[src/rtl/fp_result_fifo.sv]
// ---------------------------------------------------------------------------
// FpResultFifo (module fp_result_fifo)
//
// Capture stage behind the combinational FP32 adder. Every accepted adder
// result is stored with its under/overflow flag and a four-way class
// (zero / denormal / inf / NaN) in a show-ahead FIFO. The consumer sees the
// head entry combinationally and pops it with a valid/ready handshake.
//
// Ports
//   clk        : rising-edge clock
//   rst_n      : synchronous reset, active low
//   in_valid   : adder result present this cycle
//   in_data    : FP32 adder result
//   in_uof     : adder under/overflow flag
//   in_ready   : FIFO can accept (not full)
//   out_valid  : head entry available (not empty)
//   out_ready  : consumer takes the head entry
//   out_data   : head FP32 word (0 while empty)
//   out_flags  : head flags {uof, nan, inf, denorm, zero} (0 while empty)
//   count      : current occupancy
//   uof_cnt    : saturating count of accepted entries with in_uof=1
//   clr_cnt    : synchronous clear of uof_cnt
//   drop_err   : sticky, set when a result arrives while the FIFO is full
// ---------------------------------------------------------------------------
module fp_result_fifo #(
  parameter int DEPTH = 8,
  parameter int CNT_W = 16
) (
  input  logic                     clk,
  input  logic                     rst_n,
  input  logic                     in_valid,
  input  logic [31:0]              in_data,
  input  logic                     in_uof,
  output logic                     in_ready,
  output logic                     out_valid,
  input  logic                     out_ready,
  output logic [31:0]              out_data,
  output logic [4:0]               out_flags,
  output logic [$clog2(DEPTH):0]   count,
  output logic [CNT_W-1:0]         uof_cnt,
  input  logic                     clr_cnt,
  output logic                     drop_err
);

  localparam int AW = $clog2(DEPTH);
  localparam int CW = AW + 1;
  localparam int EW = 37;

  logic [EW-1:0]    r_mem [DEPTH];
  logic [AW-1:0]    r_wrPtr;
  logic [AW-1:0]    r_rdPtr;
  logic [CW-1:0]    r_count;
  logic [CNT_W-1:0] r_uofCnt;
  logic             r_dropErr;

  logic             w_full;
  logic             w_empty;
  logic             w_push;
  logic             w_pop;
  logic [7:0]       w_exp;
  logic [22:0]      w_man;
  logic [4:0]       w_flags;
  logic [EW-1:0]    w_head;

  // Full/empty come from the occupancy count, so the pointers can simply
  // wrap modulo DEPTH without an extra wrap bit.
  always_comb begin
    w_full  = (r_count == CW'(DEPTH));
    w_empty = (r_count == '0);
    w_push  = in_valid && !w_full;
    w_pop   = out_ready && !w_empty;
  end

  // Classify the incoming word; sign is ignored and the four class bits are
  // mutually exclusive by construction.
  always_comb begin
    w_exp   = in_data[30:23];
    w_man   = in_data[22:0];
    w_flags = {in_uof,
               (w_exp == 8'hFF) && (w_man != '0),
               (w_exp == 8'hFF) && (w_man == '0),
               (w_exp == 8'h00) && (w_man != '0),
               (w_exp == 8'h00) && (w_man == '0)};
  end

  // Storage array; contents are never reset, validity is tracked by count.
  always_ff @(posedge clk) begin
    if (w_push) begin
      r_mem[r_wrPtr] <= {w_flags, in_data};
    end
  end

  // Pointers and occupancy. A push while full is refused even if a pop
  // happens in the same cycle, which keeps in_ready a pure function of state.
  always_ff @(posedge clk) begin
    if (!rst_n) begin
      r_wrPtr <= '0;
      r_rdPtr <= '0;
      r_count <= '0;
    end else begin
      if (w_push) begin
        r_wrPtr <= r_wrPtr + AW'(1);
      end
      if (w_pop) begin
        r_rdPtr <= r_rdPtr + AW'(1);
      end
      case ({w_push, w_pop})
        2'b10:   r_count <= r_count + CW'(1);
        2'b01:   r_count <= r_count - CW'(1);
        default: r_count <= r_count;
      endcase
    end
  end

  // Saturating under/overflow event counter. A clear in the same cycle as a
  // counted push leaves the counter at 1 so that event is not lost.
  always_ff @(posedge clk) begin
    if (!rst_n) begin
      r_uofCnt <= '0;
    end else if (clr_cnt) begin
      r_uofCnt <= (w_push && in_uof) ? CNT_W'(1) : '0;
    end else if (w_push && in_uof && (r_uofCnt != '1)) begin
      r_uofCnt <= r_uofCnt + CNT_W'(1);
    end
  end

  // Sticky drop indicator; only reset clears it.
  always_ff @(posedge clk) begin
    if (!rst_n) begin
      r_dropErr <= 1'b0;
    end else if (in_valid && w_full) begin
      r_dropErr <= 1'b1;
    end
  end

  // Show-ahead head entry, forced to zero while empty so stale memory never
  // leaks onto the output.
  always_comb begin
    w_head    = w_empty ? '0 : r_mem[r_rdPtr];
    out_data  = w_head[31:0];
    out_flags = w_head[36:32];
    in_ready  = !w_full;
    out_valid = !w_empty;
    count     = r_count;
    uof_cnt   = r_uofCnt;
    drop_err  = r_dropErr;
  end

endmodule

[config.mk]
export PLATFORM = sky130hd
export DESIGN_NAME = fp_result_fifo
export DESIGN_NICKNAME = d
export VERILOG_FILES = /design/src/rtl/fp_result_fifo.sv
export SDC_FILE = /design/constraint.sdc
export NUM_CORES = 1
export LEC_CHECK = 0
export ABC_AREA = 1
export CAP_MARGIN = 20
export CORE_MARGIN = 2
export CORE_UTILIZATION = 45
export CTS_BUF_LIST = sky130_fd_sc_hd__clkbuf_4 sky130_fd_sc_hd__clkbuf_8 sky130_fd_sc_hd__clkbuf_16
export DETAILED_ROUTE_END_ITERATION = 12
export PLACE_DENSITY = 0.66
export SLEW_MARGIN = 5
export SYNTH_ARGS = -nofsm -noshare
export SYNTH_HDL_FRONTEND = slang
export SYNTH_SLANG_ARGS = --single-unit
[constraint.sdc]
create_clock -name clk -period 2.8 [get_ports clk]
set_input_delay 0.28 -clock clk [delete_from_list [all_inputs] [get_ports clk]]
set_output_delay 0.28 -clock clk [all_outputs]
set_load 0.005 [all_outputs]
==> impl_results.md, run 1 <==
* Area contributors post-synth: edfxtp_1 (66%), nor2_1 (7.9%), o21ai_0 (6.2%), dfxtp_1 (4.5%), mux2i_1 (2.7%)
* Hold crit path type: flip-flop to flip-flop
* Number of antenna violations at the first check in global routing at 3
* Post-synthesis sequential area ratio at 0.705
* Rel. slew slack at 0.611
* Avg WL per Cell at about 18 um
* Die span in x at 177 um
* Place WS at ~0.45 ns
* Post-Syn Area per Cell at between 10 and 15 um2
* Final number of hold-violating endpoints at 0
* Most common cell in the synthesized netlist: edfxtp_1
* Number of global-route vias before repair at a little under 9,000
* Post-DP HPWL at between 15 and 20 mm
* Design Area, Final at roughly 16,000 um2
* Final Cycle Share at 0.960
* TritonCTS clock tree: done
* Fmax at between 300 and 400 MHz
* Yosys Warn Count at 0
* Critical Path AT at about 2.4 ns
* DRT antenna net count at 0
* Power Density at about 880 nW/um2
* Clock transition at path regs at 0.06 ns
* Vias per cell at about 5.4
* Layout cell share with drive strength beyond 1 at 0.0879
* Post-synthesis cell count at approximately 1,100
* Die footprint at around 31,000 um2
* Largest net degree at the start of global routing at between 60 and 70
* Critical path data required time at 2.52 ns
* Initial core utilization at 0.456
* Post-CTS Hold Buffers at 0
* Worst-path fanout max at 28
* Area leader, netlist: edfxtp_1
* Number of CTS-inserted buffers at 34
* DRT Wirelength at approximately 30 mm
* VDD IR max at 0.000504 V
* Ys flop type: edfxtp_1
* Worst slew pin tran at approximately 0.6 ns
* Share of synthesized flip-flops with an asynchronous set or reset at 0
* Netlist Area Pre-Place at between 10,000 and 15,000 um2
* Drt first pass iters at 7
* Detailed router's first-iteration violation count at around 850
* IO Count at 98
* Core ar. at around 30,000 um2
* Die H at about 180 um
* Leak pwr at 5.53 nW
* Dpl cell area at 15,100 um2
* Commonest cells in the netlist: edfxtp_1 (296), nor2_1 (282), o21ai_0 (166)
* # DRC at 0
* Fill count at 2,477
* Worst skew pair latency at 0.51 ns
* Unrepaired setup endpoints after global routing: yes
* Core Rows at 63
* Area delta synth->final at 20.1%
* Sink Count at approximately 330
* Worst Setup End Kind: output port
* Post-synth top area share at 0.660
* PnR worst setup slack at roughly 0.11 ns
* Routability cong. at about 0.85
* Tmin final at 2.69 ns
* Outcome: finished, final reports clean
* Worst Skew at 0.0226 ns
* Synth cell types at 29
* Deepest level of the CTS H-tree at 2
* Finish-stage setup viols at 0
* Total GRT Usage at 0.195
* Critical path launch point type: flip-flop
* Clock tree buffer depth at 3
* Via count at approximately 9,000
* Port Buffers at slightly below 100
* Max_cap viols at 0
* Global route overflow at 0
* First-pass GRT wire length at 47.4 mm
* Slew Viols, Final at 0
* NumNets Final at between 1,000 and 1,500
* Net Count, Synth at 1,184
* Post-synth EDFFs at between 200 and 300
* CP Class: flip-flop to output port
* CTS Root Buffer Type: clkbuf_16
* FF+latch count, synth at around 330
-- path summary, 6_finish.rpt --
check	start	to	slack, ns	cells past startpoint
worst max register to register	count[0]	count[2]	0.45	14
worst max-delay path	flip-flop	out_data[7]	0.11	6
worst min-delay path	drop_err	drop_err	0.46	2
worst min register to register	drop_err	drop_err	0.46	2
-- layer usage --
layer	GRT usage	routed length, um	part of all wire
met5	0	13	0.00043
met1	0.266	13200	0.44
met2	0.318	14300	0.47
met4	0.0592	622	0.021
met3	0.0389	2120	0.070
-- cell usage in the layout (no fill, tap or decap), drive strengths merged --
master,count
edfxtp,296
nor2,286
o21ai,197
clkdlybuf4s50,97
nand2,79
inv,44
clkbuf,42
mux2i,37
o22ai,37
buf,34
nand3,33
dfxtp,30
a21oi,18
clkinv,18
xor2,8
ha,6
nor3,4
nand4,4
diode,2
o21bai,2
nor4,1
xnor2,1
-- worst max-delay path, stage by stage (launching register included) --
cell,delay (ns)
dfxtp_4,0.51
buf_4,0.33
o21ai_0,0.17
o21ai_1,0.14
o21ai_0,0.08
nor2_1,0.14
clkdlybuf4s50_1,0.51
-- logic make-up after synthesis --
logic type,after synthesis,synth area share
AO/OA/AOI/OAI,254,0.0982
XOR/XNOR,9,0.00585
adder cells (fa/ha/maj),6,0.00557
buffers and inverters,101,0.0379
flip-flops,326,0.705
multiplexers,37,0.0275
AND/OR/NAND/NOR,407,0.120
-- registers in the layout, summed over array words and instances (netlist names), named ones only --
name	cells
count	4
r_rdPtr	3
r_wrPtr	3
r_mem	296
drop_err	1
uof_cnt	16
-- through the flow --
step | setup TNS [ns] | hold slack (ns) | utilization | std cells | total power, W
2_1_floorplan | -19.46 | 0.379 | - | 1140 | 0.00822
3_3_place_gp | 0 | 0.442 | 0.510 | 1601 | 0.0100
3_5_place_dp | 0 | 0.446 | 0.510 | 1601 | 0.0101
4_1_cts | 0 | 0.456 | 0.546 | 1663 | 0.0143
5_1_grt | -0.132 | 0.479 | 0.547 | 1665 | 0.0150
6_report | 0 | 0.456 | 0.547 | 1666 | 0.0142
-- power breakdown --
group / internal, W / switching, W
clock: 0.00236 / 0.00179
combinational: 0.00190 / 0.00240
sequential: 0.00562 / 0.000159
total: 0.00988 / 0.00434
-- timing repair --
action,CTS,global route
pin swaps,0,0
setup endpoints to repair,15,30
buffers inserted,1,1
gates resized for setup,0,6
-- layout make-up --
class / count / area, um2 / area share
tap: 390 / 488 / 0.0302
sequential: 326 / 9500 / 0.587
antenna: 2 / 5.00 / 0.000309
inverter: 42 / 160 / 0.00990
clock buffer: 41 / 921 / 0.0569
multi-input combinational: 713 / 3530 / 0.218
clock inverter: 20 / 105 / 0.00650
timing repair buffer: 132 / 1470 / 0.0907
Power figures use the tool's default switching activity.
==> run 2: changes to the inputs <==
- CORE_MARGIN: 2 -> unset
==> impl_results.md, run 2 (synthesis gave the netlist of run 1 again) <==
* Layout cell share with drive strength beyond 1 at 0.0943 (was 0.0879)
* Die footprint at 30,600 um2 (was 31,300 um2)
* Design Area, Final at 16,300 um2 (was 16,200 um2)
* Finish-stage setup viols at 0 (unchanged)
* Hold crit path type: input port to flip-flop (was flip-flop to flip-flop)
* Combinational fraction of design power at 0.305 (was 0.302)
* Most frequent cells in the layout: edfxtp_1 (296), nor2_1 (274), o21ai_0 (163) (was edfxtp_1 (296), nor2_1 (274), o21ai_0 (166))
* Clk pwr share at 0.292 (was 0.291)
* Drt first pass iters at 5 (was 7)
* Die H at 175 um (was 177 um)
* Largest reg by FF count: r_mem (unchanged)
* Rel. slew slack at 0.634 (was 0.611)
* Largest net degree at the start of global routing at 70 (was 61)
* Worst Hold Path EP: drop_err (unchanged)
* Dpl cell area at 15,100 um2 (about the same)
* Die span in x at 175 um (was 177 um)
* Unrepaired setup endpoints after global routing: yes (unchanged)
* Commonest non-fill, non-tap cell in the layout: edfxtp_1 (unchanged)
* VDD IR max at 0.000553 V (was 0.000504 V)
* Switching share of total power at 0.299 (was 0.305)
* # DRC at 0 (unchanged)
* Port Buffers at 97 (unchanged)
* Worst Skew at 0.0115 ns (was 0.0226 ns)
* Sink Count at 326 (unchanged)
* Slew Viols, Final at 0 (unchanged)
* Reg2reg end: count[2] (unchanged)
* DRT Wirelength at 30.5 mm (was 30.3 mm)
* Tmin final at 2.68 ns (was 2.69 ns)
* Deepest level of the CTS H-tree at 2 (unchanged)
* Final design utilization at 0.560 (was 0.547)
* NumNets Final at 1,305 (was 1,293)
* First-pass GRT wire length at 46.4 mm (was 47.4 mm)
* Core ar. at 29,100 um2 (was 29,600 um2)
* Cell-internal power at 0.0101 W (was 0.00988 W)
* Max_cap viols at 0 (unchanged)
* CP Class: flip-flop to output port (unchanged)
* Worst Setup End Kind: output port (unchanged)
* Worst skew pair latency at 0.50 ns (was 0.51 ns)
* Fmax at 373 MHz (was 372 MHz)
* Antenna Cells at 0 (was 2)
* Core Rows at 62 (was 63)
* Total GRT Usage at 0.197 (was 0.195)
* R2r setup slk at 0.48 ns (was 0.45 ns)
* DRT antenna net count at 0 (unchanged)
* Clock transition at path regs at 0.06 ns (about the same)
* Avg WL per Cell at 18.3 um (was 18.2 um)
* Place WS at 0.421 ns (was 0.449 ns)
* Number of CTS-inserted buffers at 34 (unchanged)
* Final number of hold-violating endpoints at 0 (unchanged)
* Global route overflow at 0 (unchanged)
* Hold path startpoint: in_valid (was drop_err)
* IO Count at 98 (unchanged)
* Worst slew pin tran at 0.549 ns (was 0.583 ns)
* Area delta synth->final at 20.9% (was 20.1%)
* Critical path launch point type: flip-flop (unchanged)
* Outcome: finished, final reports clean (unchanged)
* Power Density at 884 nW/um2 (was 880 nW/um2)
* Detailed router's first-iteration violation count at 732 (was 849)
* Reg2reg path depth at 14 (unchanged)
* Vias per cell at 5.36 (was 5.39)
* Leak pwr at 5.61 nW (was 5.53 nW)
* Routability cong. at 0.878 (was 0.853)
* Psw at 0.00431 W (was 0.00434 W)
* CTS Root Buffer Type: clkbuf_16 (unchanged)
* Worst-path fanout max at 28 (unchanged)
* Initial core utilization at 0.463 (was 0.456)
* Clock tree buffer depth at 3 (unchanged)
* Fill count at 2,379 (was 2,477)
* Worst hold path stage count at 3 (was 2)
* PnR worst setup slack at 0.120 ns (was 0.113 ns)
* RR Startpoint: count[1] (was count[0])
* Final Cycle Share at 0.957 (was 0.960)
* Setup TNS at 0 ns (unchanged)
* TritonCTS clock tree: done (unchanged)
* Via count at 8,940 (was 8,978)
* Max reg flops at 296 (unchanged)
* Flop pwr share at 0.403 (was 0.407)
* Number of global-route vias before repair at 8,502 (was 8,738)
* Post-DP HPWL at 16.0 mm (was 16.2 mm)
* Critical path data required time at 2.52 ns (about the same)
* Number of antenna violations at the first check in global routing at 3 (unchanged)
* Critical Path AT at 2.40 ns (was 2.41 ns)
[run 2: changes by cell type in the layout (fill, tap and decap cells not counted), sizes merged, moves of 2 or more]
cell	previous run	this run
buf	34	43
clkbuf	42	47
clkinv	18	11
diode	2	0
[run 2: layout make-up]
class                           instances  area [um2]  area share
Tap cell                              384         480      0.0295
Inverter                               42         160     0.00983
Clock buffer                           44         950      0.0583
Sequential cell                       326        9500       0.583
Multi-Input combinational cell        713        3530       0.217
Clock inverter                         14        91.3     0.00561
Timing Repair Buffer                  144        1580      0.0969
[run 2: critical path, cell delays in order, from the launching register on]
cell	delay [ns]
dfxtp_4	0.44
buf_4	0.35
nor2_1	0.09
nor2_1	0.08
o21ai_0	0.07
o21ai_0	0.08
o21ai_0	0.09
nor2_1	0.17
clkdlybuf4s50_1	0.52
[run 2: layer usage]
metal / vias up / wire, um / GRT usage
met4: 2 / 695 / 0.0580
met5: - / 14 / 0
li1: 4300 / - / -
met2: 286 / 14200 / 0.317
met3: 50 / 2020 / 0.0426
met1: 4302 / 13600 / 0.268
[run 2: repair_timing]
item                       in CTS  in global routing
setup endpoints to repair      26                 28
pin swaps                       0                  1
gates resized for setup         3                  7
gates cloned                    1                  2
hold buffers                    0                  0
buffers inserted                1                  4
[run 2: through the flow]
step	power [W]	hold slack, ns	std cells
after floorplan	0.00822	0.379	1140
after global placement	0.0100	0.442	1602
after detailed placement	0.0101	0.441	1602
after CTS	0.0144	0.436	1662
after global routing	0.0151	0.460	1667
final	0.0144	0.451	1667
[run 2: worst max-delay path by stage]
| stage | end | slack (ns) | cells after the start | startpoint |
|---|---|---|---|---|
| after CTS | out_flags[3] | 0.03 | 7 | flip-flop |
| after detailed placement | r_mem[4][34] | 0.42 | 6 | in_data[4] |
| after global placement | out_data[1] | 0.45 | 6 | flip-flop |
| final | out_data[6] | 0.12 | 8 | flip-flop |
| after global routing | out_data[8] | -0.06 | 8 | flip-flop |
| after floorplan | r_mem[0][0] | -0.13 | 6 | count[0] |
[run 2: power groups by stage]
| stage | logic, W | registers [W] | clock network, W |
|---|---|---|---|
| after floorplan | 0.00239 | 0.00583 | 0 |
| after global placement | 0.00411 | 0.00593 | 0 |
| after detailed placement | 0.00414 | 0.00594 | 0 |
| after CTS | 0.00428 | 0.00581 | 0.00428 |
| after global routing | 0.00487 | 0.00582 | 0.00445 |
| final | 0.00440 | 0.00579 | 0.00420 |
